===== src/rtl/regfile_alu_seq.sv =====
// Register file with a four-state operand-read / execute / write-back sequencer around an ALU.
// Host load port preloads registers while idle; the debug port reads any register combinationally.
//
// state  | meaning
// S_IDLE | waiting; start latches the request, ld_we writes the register file
// S_READ | register operands fetched into A/B
// S_EXEC | ALU result and flags registered
// S_WB   | result written to wa3, done pulses
module regfile_alu_seq #(
    parameter int WIDTH    = 8,
    parameter int NREGS    = 8,
    parameter bit ZERO_REG = 1'b1,
    localparam int AW      = $clog2(NREGS)
) (
    input  logic             clk,
    input  logic             rst,
    input  logic             start,
    input  logic [2:0]       op,
    input  logic [AW-1:0]    ra1,
    input  logic [AW-1:0]    ra2,
    input  logic [AW-1:0]    wa3,
    input  logic             use_imm,
    input  logic [WIDTH-1:0] imm,
    input  logic             ld_we,
    input  logic [AW-1:0]    ld_addr,
    input  logic [WIDTH-1:0] ld_data,
    input  logic [AW-1:0]    dbg_ra,
    output logic [WIDTH-1:0] dbg_rd,
    output logic             busy,
    output logic             done,
    output logic [WIDTH-1:0] result,
    output logic             flag_z,
    output logic             flag_n,
    output logic             flag_c,
    output logic             flag_v
);
    localparam int SW = $clog2(WIDTH);

    localparam logic [2:0] OP_AND = 3'b000;
    localparam logic [2:0] OP_OR  = 3'b001;
    localparam logic [2:0] OP_ADD = 3'b010;
    localparam logic [2:0] OP_XOR = 3'b011;
    localparam logic [2:0] OP_SLL = 3'b100;
    localparam logic [2:0] OP_SRL = 3'b101;
    localparam logic [2:0] OP_SUB = 3'b110;
    localparam logic [2:0] OP_SLT = 3'b111;

    typedef enum logic [1:0] {S_IDLE, S_READ, S_EXEC, S_WB} state_t;

    state_t            state_q, state_d;
    logic [WIDTH-1:0]  regs_q [NREGS];
    logic [WIDTH-1:0]  regs_d [NREGS];
    logic [2:0]        op_q, op_d;
    logic [AW-1:0]     ra1_q, ra1_d, ra2_q, ra2_d, wa3_q, wa3_d;
    logic              use_imm_q, use_imm_d;
    logic [WIDTH-1:0]  imm_q, imm_d;
    logic [WIDTH-1:0]  a_q, a_d, b_q, b_d;
    logic [WIDTH-1:0]  result_q, result_d;
    logic              z_q, z_d, n_q, n_d, c_q, c_d, v_q, v_d;

    logic [WIDTH-1:0]  rd_a, rd_b;
    logic [WIDTH-1:0]  alu_res;
    logic              alu_c, alu_v;
    logic [WIDTH:0]    sum, diff;
    logic [SW-1:0]     sh;

    // Register 0 is masked on read as well, so it reads 0 whatever the array holds.
    assign rd_a   = (ZERO_REG && ra1_q == '0) ? '0 : regs_q[ra1_q];
    assign rd_b   = (ZERO_REG && ra2_q == '0) ? '0 : regs_q[ra2_q];
    assign dbg_rd = (ZERO_REG && dbg_ra == '0) ? '0 : regs_q[dbg_ra];

    assign busy   = (state_q != S_IDLE);
    assign done   = (state_q == S_WB);
    assign result = result_q;
    assign flag_z = z_q;
    assign flag_n = n_q;
    assign flag_c = c_q;
    assign flag_v = v_q;

    always_comb begin
        sum     = {1'b0, a_q} + {1'b0, b_q};
        diff    = {1'b0, a_q} - {1'b0, b_q};
        sh      = b_q[SW-1:0];
        alu_res = '0;
        alu_c   = 1'b0;
        alu_v   = 1'b0;
        case (op_q)
            OP_AND: alu_res = a_q & b_q;
            OP_OR:  alu_res = a_q | b_q;
            OP_ADD: begin
                alu_res = sum[WIDTH-1:0];
                alu_c   = sum[WIDTH];
                alu_v   = (a_q[WIDTH-1] == b_q[WIDTH-1]) && (sum[WIDTH-1] != a_q[WIDTH-1]);
            end
            OP_XOR: alu_res = a_q ^ b_q;
            OP_SLL: alu_res = a_q << sh;
            OP_SRL: alu_res = a_q >> sh;
            OP_SUB: begin
                // Carry means no borrow, i.e. A >= B unsigned.
                alu_res = diff[WIDTH-1:0];
                alu_c   = ~diff[WIDTH];
                alu_v   = (a_q[WIDTH-1] != b_q[WIDTH-1]) && (diff[WIDTH-1] != a_q[WIDTH-1]);
            end
            OP_SLT: alu_res[0] = ($signed(a_q) < $signed(b_q));
            default: alu_res = '0;
        endcase
    end

    always_comb begin
        state_d   = state_q;
        regs_d    = regs_q;
        op_d      = op_q;
        ra1_d     = ra1_q;
        ra2_d     = ra2_q;
        wa3_d     = wa3_q;
        use_imm_d = use_imm_q;
        imm_d     = imm_q;
        a_d       = a_q;
        b_d       = b_q;
        result_d  = result_q;
        z_d       = z_q;
        n_d       = n_q;
        c_d       = c_q;
        v_d       = v_q;
        case (state_q)
            S_IDLE: begin
                if (ld_we && !(ZERO_REG && ld_addr == '0)) begin
                    regs_d[ld_addr] = ld_data;
                end
                if (start) begin
                    op_d      = op;
                    ra1_d     = ra1;
                    ra2_d     = ra2;
                    wa3_d     = wa3;
                    use_imm_d = use_imm;
                    imm_d     = imm;
                    state_d   = S_READ;
                end
            end
            S_READ: begin
                a_d     = rd_a;
                b_d     = use_imm_q ? imm_q : rd_b;
                state_d = S_EXEC;
            end
            S_EXEC: begin
                result_d = alu_res;
                z_d      = (alu_res == '0);
                n_d      = alu_res[WIDTH-1];
                c_d      = alu_c;
                v_d      = alu_v;
                state_d  = S_WB;
            end
            S_WB: begin
                if (!(ZERO_REG && wa3_q == '0)) begin
                    regs_d[wa3_q] = result_q;
                end
                state_d = S_IDLE;
            end
            default: state_d = S_IDLE;
        endcase
    end

    always_ff @(posedge clk) begin
        if (rst) begin
            state_q   <= S_IDLE;
            regs_q    <= '{default: '0};
            op_q      <= '0;
            ra1_q     <= '0;
            ra2_q     <= '0;
            wa3_q     <= '0;
            use_imm_q <= 1'b0;
            imm_q     <= '0;
            a_q       <= '0;
            b_q       <= '0;
            result_q  <= '0;
            z_q       <= 1'b0;
            n_q       <= 1'b0;
            c_q       <= 1'b0;
            v_q       <= 1'b0;
        end else begin
            state_q   <= state_d;
            regs_q    <= regs_d;
            op_q      <= op_d;
            ra1_q     <= ra1_d;
            ra2_q     <= ra2_d;
            wa3_q     <= wa3_d;
            use_imm_q <= use_imm_d;
            imm_q     <= imm_d;
            a_q       <= a_d;
            b_q       <= b_d;
            result_q  <= result_d;
            z_q       <= z_d;
            n_q       <= n_d;
            c_q       <= c_d;
            v_q       <= v_d;
        end
    end
endmodule

===== config.mk =====
export PLATFORM = sky130hd
export DESIGN_NAME = regfile_alu_seq
export DESIGN_NICKNAME = d
export VERILOG_FILES = /design/src/rtl/regfile_alu_seq.sv
export SDC_FILE = /design/constraint.sdc
export NUM_CORES = 1
export LEC_CHECK = 0
export CORE_AREA = 2 2 126 128
export DETAILED_ROUTE_END_ITERATION = 12
export DIE_AREA = 0 0 128 130
export HOLD_SLACK_MARGIN = 0.03
export PLACE_DENSITY_LB_ADDON = 0.3
export SLEW_MARGIN = 20
export SYNTH_ARGS = -nofsm -noshare
export SYNTH_HDL_FRONTEND = slang
export SYNTH_SLANG_ARGS = --single-unit

===== constraint.sdc =====
create_clock -name clk -period 2.7 [get_ports clk]
set_input_delay 0.54 -clock clk [delete_from_list [all_inputs] [get_ports clk]]
set_output_delay 0.54 -clock clk [all_outputs]
set_load 0.05 [all_outputs]

==> Word level (Yosys, flattened, before mapping) <==
Index checks and enable logic that the tools add are counted.
Widths: inputs -> output; s select.
{ "classes": {"addsub": 2, "magnitude_cmp": 8, "n_eq_ne": 17, "n_bitwise": 9, "n_mux": 28, "reduce_logical": 18, "shift": 2} }
{ "op_table": {"columns": ["op", "count"], "rows": [
  ["$bwmux 64", 2],
  ["$mux 64", 2],
  ["$pmux 64 s2", 1],
  ["$mux 8", 12],
  ["$bmux 8 s3", 3],
  ["$pmux 7 s7", 1],
  ["$demux 8 s3", 2],
  ["$ge 4x4->1 const B", 5],
  ["$not 3->4", 5],
  ["$logic_not 3->1", 6],
  ["$eq 3x3->1 const B", 4],
  ["$add 8x8->9", 1],
  ["$sub 8x8->9", 1],
  ["$and 8x8->8", 1],
  ["$logic_not 8->1", 1],
  ["$lt 4x1->1 const B", 2],
  ["$lt 8x8->1", 1],
  ["$or 8x8->8", 1],
  ["$pmux 1 s8", 1],
  ["$pmux 2 s4", 1],
  ["$shl 8x3->8", 1],
  ["$shr 8x3->8", 1],
  ["$xor 8x8->8", 1],
  ["$eq 3x2->1 const B", 2],
  ["other kinds (15)", 26]
]} }
{ "totals": {"input_bits": 39, "wordCells": 106, "out_inout_bits": 22, "regBits": 115} }

==> Longest topological paths before layout <==
Gate-level depths: netlist of run 1.
{ "depth": {"word_depth": 8, "ltp_mapped": 12, "depth_no_buf": 12} }

==> Worst setup path before layout of run 1 <==
OpenSTA, ideal clock, no wires.
{ "synth_path": {"kind": "input-to-output", "start": "input port dbg_ra[0]", "end": "output port dbg_rd[7]", "arrival_ps": 2735, "required_time_ps": 2160, "n_path_buf": 3, "path_stages": 6, "path_slack_ps": -575, "cell_sequence": "buf_2 > clkbuf_1 > or2_2 > buf_1 > o21ai_0 > a221oi_1"} }
{ "synth_via": {"elab_chain_len": 5, "word_cells_on_any_way": 6, "cone_classes": "4 x mux; 1 x bitwise; 1 x reduce/logical"} }
{ "synth_lines": {"columns": ["element", "line_no", "source"], "rows": [
  ["start: declaration", "27", "input logic [AW-1:0] dbg_ra,"],
  ["$not 3->4 (not written as such)", "70", "assign dbg_rd = (ZERO_REG && dbg_ra == '0) ? '0 : regs_q[dbg_ra];"],
  ["$bmux 8 s3", "70", null],
  ["$mux 8 (not written as such) (2 in a row)", "70", null],
  ["$mux 8 (*)", "70", null],
  ["end: declaration", "28", "output logic [WIDTH-1:0] dbg_rd,"]
]} }
Every way passes the cells marked *; elsewhere a longest branch is shown, timed or not. The select of a mux whose other input is x is not followed.

==> Final worst setup path of run 1 <==
{ "layout_path": {"start": "input port dbg_ra[0]", "end": "output port dbg_rd[0]"} }
The elaborated chain is that of the path after synthesis.

==> flow_summary.json, run 1 <==
{
  "synthXorXnorAreaFrac_pct": 0.427,
  "grt.busiest_layer": "met2",
  "netlist_instances": 973,
  "fin_cells": 1238,
  "dr.pass1.iters": 6,
  "drtAntennaViolNets": 0,
  "r2r_setup_slack_ns": 0.11,
  "syn-num-nets": 1048,
  "area_delta_synth_final_pct": 22.4,
  "drt_iter0_markers": 910,
  "met1_usage_pct": 43.0,
  "utilization_pct": 65.1,
  "dp.cells": 1204,
  "crit_type": "in2out",
  "grt_pass1_wl_um": 40700,
  "tns_ns": 0,
  "crit_slowest_cell": "mux4_2",
  "setup_viol": 0,
  "mostFrequentLayoutCell": "nor2_1",
  "finalMaxSlewViolations": 0,
  "cts_buffers": 17,
  "fp.dieH_um": 130,
  "clock_path_buffers": 2,
  "ys_ff_latch": 114,
  "port_buffers": 60,
  "min_period_ns": 2.64,
  "cp_max_fo": 16,
  "p_per_area_mw_per_mm2": 734,
  "r2r_end": "flag_z$_SDFFE_PP0P_",
  "antenna_found_initial": 0,
  "drive_gt1_share_pct": 19.6,
  "synth_fa_ha_area_share_pct": 5.67,
  "muxShareOfSynthArea_pct": 20.7,
  "worstHoldStart": "imm_q[6]$_SDFFE_PP0P_",
  "finalNetCount": 1108,
  "ios": 61,
  "cpLargestDelayFamily": "buffers and inverters",
  "regToRegStartpoint": "b_q[3]$_SDFFE_PP0N_",
  "tightest_slew_ns": 0.876,
  "hold-path-endpoint": "imm_q[6]$_SDFFE_PP0P_",
  "ys_warn_count": 0,
  "gp_congestion": 0.985,
  "yosysUniqueCellTypes": 79,
  "startpoint_type": "input pin",
  "yosys-top-cells-area": "dfxtp_1 28%, mux2i_1 9.6%, mux4_2 8.2%, nor2_1 5.9%, ha_1 5.2%",
  "fmax_mhz": 378,
  "reg2reg_depth": 11,
  "synth-simple-area-share_pct": 17.5,
  "design.die.area_mm2": 0.0166,
  "h-tree-depth": 4,
  "drv_cap": 0,
  "synth_top_cell_by_area": "dfxtp_1",
  "cts.reportedPaths.clkPinSlew_ns": 0.05,
  "finalCritPeriodShare_pct": 97.9,
  "hp-class": "reg2reg",
  "p_leak_uw": 0.00395,
  "grt_pass1_vias": 7317,
  "grt_overflow": 0,
  "synth-main-ff-cell": "dfxtp_1",
  "synth_top_family_by_area": "compound AO/OA/AOI/OAI gates",
  "root_buffer": "clkbuf_16",
  "synth-edff-count": 0,
  "grt_max_degree": 56,
  "final_cell_mix": "120 x nor2_1, 113 x dfxtp_1, 93 x nand2_1",
  "path_buf_inv": 3,
  "yosysTopAreaCellShare_pct": 27.8,
  "seq_area_frac_synth_pct": 27.8,
  "fp.dieW_um": 128,
  "ir_drop_mv": 0.544,
  "start_util_pct": 53.2,
  "cp.arrival_ns": 2.10,
  "synth_compound_area_share_pct": 21.9,
  "slew_headroom_pct": 41.5,
  "hold_path_depth": 2,
  "grt_use_total_pct": 31.9,
  "clk_latency_ns": 0.42,
  "std_cell_rows": 46,
  "syn_area_mm2": 0.00821,
  "dp.final_hpwl_um": 19200,
  "drc": 0,
  "hold_slack_ns": 0.457,
  "worstPathRequired_ns": 2.16,
  "met3_usage_pct": 5.74,
  "critPathMaxStageDelay_ns": 0.52,
  "vias": 7992,
  "finClkSkew_ns": 0.00744,
  "n_antenna_cell": 0,
  "synthArstFlopShare_pct": 0,
  "status": "finished clean",
  "hold_violations": 0,
  "wirelength_um": 26400,
  "wl_per_cell_um": 21.3,
  "cts_tree": "built",
  "use_met2_pct": 50.6,
  "numClockSinks": 114,
  "via_per_inst": 6.46,
  "core_mm2": 0.0154,
  "syn-mean-instance-area_um2": 8.43,
  "worst_setup_path_end_kind": "output port",
  "path_cells": "clkdlybuf4s50_1 -> buf_12 -> mux4_2 -> nor2_2 -> a221oi_4 -> buf_6"
}
## routing by layer
metal  vias up  share of wire, %
li1       3675                 -
met3        83               8.5
met1      3802                41
met5         -                 0
met4         0               4.0
met2       432                46
## layout make-up
cell class / instances / area [µm²]
tap: 192 / 240
fill: 1256 / 5390
timing repair buffer: 122 / 1140
clock inverter: 12 / 155
inverter: 32 / 120
clock buffer: 20 / 467
sequential: 114 / 2280
multi-input combinational: 746 / 5630
## timing repair
action	CTS	global route
buffers inserted	0	2
endpoints found under the hold margin	0	0
hold buffers	0	0
endpoints found under the setup margin	8	12
pin swaps	0	1
resized for setup	8	27
## worst max path at each step
| stage | to | from | slack [ns] | cells past startpoint |
|---|---|---|---|---|
| after floorplan | dbg_rd[0] | dbg_ra[1] | 0.02 | 4 |
| after global placement | dbg_rd[4] | dbg_ra[0] | -0.08 | 5 |
| after detailed placement | dbg_rd[4] | dbg_ra[0] | -0.08 | 5 |
| after CTS | dbg_rd[2] | dbg_ra[0] | -0.03 | 6 |
| after global routing | dbg_rd[5] | dbg_ra[0] | -0.0006 | 6 |
| final | dbg_rd[0] | dbg_ra[0] | 0.06 | 6 |
## registers in the layout (all words and copies together) (netlist names), 3 cells and up
name	count
regs_q	64
a_q	8
b_q	8
imm_q	8
result	8
op_q	3
ra1_q	3
ra2_q	3
wa3_q	3
## report_power, final
part	switching [µW]	total (µW)	internal [µW]
combinational	1720	2850	1140
clock	830	2350	1520
sequential	296	2170	1870
## logic make-up after synthesis
family,Yosys count
adder cells (fa/ha/maj),36
flip-flops,114
AO/OA/AOI/OAI,266
buffers and inverters,113
AND/OR/NAND/NOR,311
XOR/XNOR,4
multiplexers,129
## worst reg2reg max path, stage by stage, from the launching register on
cell and delay [ns]:
dfxtp_1 0.40, inv_1 0.10, ha_1 0.33, buf_4 0.17, nand2b_1 0.14, a32oi_1 0.27
o22ai_1 0.13, a221oi_1 0.24, o21ai_1 0.21, nor3_1 0.22, and4_1 0.21, a32o_1 0.12
## cell usage after synthesis (9+ instances only)
| cell type | n |
|---|---|
| nor2_1 | 128 |
| dfxtp_1 | 114 |
| nand2_1 | 93 |
| mux2i_1 | 79 |
| a21oi_1 | 59 |
| o22ai_1 | 51 |
| clkbuf_1 | 47 |
| o21ai_0 | 42 |
| ha_1 | 34 |
| inv_1 | 31 |
| mux4_2 | 30 |
| a22oi_1 | 26 |
| a211oi_1 | 22 |
| mux2_2 | 17 |
| nand2b_1 | 17 |
| buf_2 | 16 |
| nor2b_1 | 16 |
| nor3_1 | 11 |
| a211oi_2 | 9 |
| a221oi_1 | 9 |
| nand3_1 | 9 |
## stage by stage
step / cell area, µm² / total power [µW] / setup WS, ns
5_1_grt: 10000 / 7700 / -0.000647
3_5_place_dp: 9300 / 4930 / -0.0775
4_1_cts: 9950 / 7270 / -0.0269
6_report: 10000 / 7370 / 0.0575
3_3_place_gp: 9300 / 4890 / -0.0788
2_1_floorplan: 8350 / 4100 / 0.0197
Power figures use the tool's default switching activity.
==> inputs of run 2 (changes only) <==
Settings changed: REMOVE_ABC_BUFFERS set to 1.
==> run 2 against run 1 <==
Effect of this change:
- highest routed layer unchanged
- power up 1.1%
- die area unchanged
- largest power group unchanged
- critical path depth decreased by 2
- utilization up 0.34 points
- via count down 1.2%
- clock power barely moved
- maximum frequency increased by 1.1%
- combinational power rose by 3%
- global-route usage is 0.96 points lower
- worst hold slack got worse by 0.0029 ns
- clock-buffer cell count stayed put
- flip-flop and latch count unchanged
==> flow_summary.json, run 2 (synthesis results as in run 1) <==
{
  "seq_area_mm2": 0.00228,
  "reg2reg_depth": 10,
  "top_register": "regs_q",
  "clk_latency_ns": 0.41,
  "ios": 61,
  "vias": 7895,
  "setup_viol": 0,
  "hp-class": "reg2reg",
  "numClockSinks": 114,
  "via_per_inst": 6.33,
  "hold_path_depth": 2,
  "clock_path_buffers": 2,
  "startpoint_type": "flop",
  "drtAntennaViolNets": 0,
  "drc": 0,
  "fmax_mhz": 383,
  "worst_setup_path_end_kind": "output port",
  "finalMaxSlewViolations": 0,
  "worstPathRequired_ns": 2.16,
  "cts_buffers": 17,
  "r2r_setup_slack_ns": 0.12,
  "final_cell_mix": "128 x nor2_1, 112 x dfxtp_1, 93 x nand2_1",
  "grt_overflow": 0,
  "grt_max_degree": 114,
  "wirelength_um": 25500,
  "n_antenna_cell": 0,
  "drt_iter0_markers": 798,
  "grt_use_total_pct": 31.0,
  "drv_cap": 0,
  "mostFrequentLayoutCell": "nor2_1",
  "dr.pass1.iters": 7,
  "core_mm2": 0.0154,
  "met3_length_um": 1840,
  "top_layer": "met4",
  "design.die.area_mm2": 0.0166,
  "std_cell_rows": 46,
  "finalNetCount": 1120,
  "h-tree-depth": 4,
  "hold_violations": 0,
  "antenna_found_initial": 0,
  "finalCritPeriodShare_pct": 96.8,
  "area_delta_synth_final_pct": 23.0,
  "dp.final_hpwl_um": 18600,
  "wl_met2_um": 12400,
  "fillers": 1329,
  "wl_per_cell_um": 20.4,
  "p_total_uw": 7450,
  "root_buffer": "clkbuf_16",
  "drive_gt1_share_pct": 19.3,
  "r2r_end": "flag_z$_SDFFE_PP0P_",
  "finClkSkew_ns": 0.00708,
  "fp.dieH_um": 130,
  "cts.reportedPaths.clkPinSlew_ns": 0.05,
  "multi_input_area_mm2": 0.00550,
  "grt_pass1_wl_um": 39800,
  "crit_type": "reg2out",
  "min_period_ns": 2.61,
  "grt_pass1_vias": 7338,
  "cp.arrival_ns": 2.07,
  "worstHoldStart": "imm_q[4]$_SDFFE_PP0P_",
  "fin_ws_ns": 0.0875,
  "cts.hold.buffers_added": 0,
  "largest_reg_flops": 64,
  "status": "finished clean",
  "hold-path-endpoint": "imm_q[4]$_SDFFE_PP0P_",
  "cts_tree": "built",
  "gp_congestion": 0.957,
  "p_per_area_mw_per_mm2": 738,
  "ir_drop_mv": 0.800,
  "wl_met1_um": 10500,
  "p_leak_uw": 0.00400,
  "tightest_slew_ns": 0.893,
  "regToRegStartpoint": "b_q[1]$_SDFFE_PP0N_",
  "preCtsSetupSlack_ns": -0.202,
  "fp.dieW_um": 128,
  "port_buffers": 60,
  "slew_headroom_pct": 40.4,
  "cp_max_fo": 4,
  "start_util_pct": 53.2
}
-- run 2: what timing repair did --
item                                    in CTS  in global routing
setup buffers                                2                  0
gates cloned                                 1                  0
endpoints found under the setup margin       8                  6
resized for setup                            8                 10
pin swaps                                    0                  2
-- run 2: worst max-delay path: stages (launching register included) --
cell             delay [ns]
dfxtp_1                0.35
inv_1                  0.10
ha_1                   0.28
inv_1                  0.11
clkdlybuf4s50_1        0.82
-- run 2: routing by layer --
metal / global-route usage [%] / vias to the layer above
met2: 52.5 / 377
met1: 40.0 / 3743
li1: - / 3700
met5: 0 / -
met3: 5.00 / 75
met4: 12.0 / 0
-- run 2: cell type report --
cell class              instances  share of cell area (%)
inverters                      32                    1.19
clock inverters                10                    1.56
well taps                     192                    2.38
multi-input cells             746                    54.5
repair buffers                134                    13.1
flip-flops and latches        114                    22.6
clock buffers                  20                    4.62
-- run 2: report_power, final --
group	total (µW)	switching [µW]	internal, µW
clock	2380	777	1600
sequential	2150	272	1880
combinational	2930	1740	1190
-- run 2: worst max-delay path by stage --
stage	end	startpoint	slack, ns
3_3_place_gp	dbg_rd[4]	dbg_ra[0]	-0.24
3_5_place_dp	dbg_rd[4]	dbg_ra[0]	-0.20
2_1_floorplan	flag_z$_SDFFE_PP0P_	b_q[0]$_SDFFE_PP0N_	-0.19
4_1_cts	flag_z$_SDFFE_PP0P_	b_q[0]$_SDFFE_PP0N_	0.01
6_report	busy	state_q[0]$_SDFFE_PP0P_	0.09
5_1_grt	flag_z$_SDFFE_PP0P_	a_q[1]$_SDFFE_PP0N_	-0.03
-- run 2: stage by stage --
stage | hold slack (ns) | std cells | setup TNS (ns) | utilization (%) | instance area [µm²]
2_1_floorplan | 0.431 | 892 | -1.65 | - | 7830
4_1_cts | 0.458 | 1248 | 0 | 65.1 | 10000
5_1_grt | 0.473 | 1248 | -0.0266 | 65.4 | 10100
3_3_place_gp | 0.444 | 1215 | -1.58 | 60.5 | 9340
6_report | 0.454 | 1248 | 0 | 65.4 | 10100
3_5_place_dp | 0.451 | 1215 | -1.28 | 60.5 | 9340
==> inputs of run 3 (changes only) <==
Settings changed: SLEW_MARGIN 20 to not set.
==> results of run 3 <==
Final layout, timing and power as in run 2 (identical DEF).
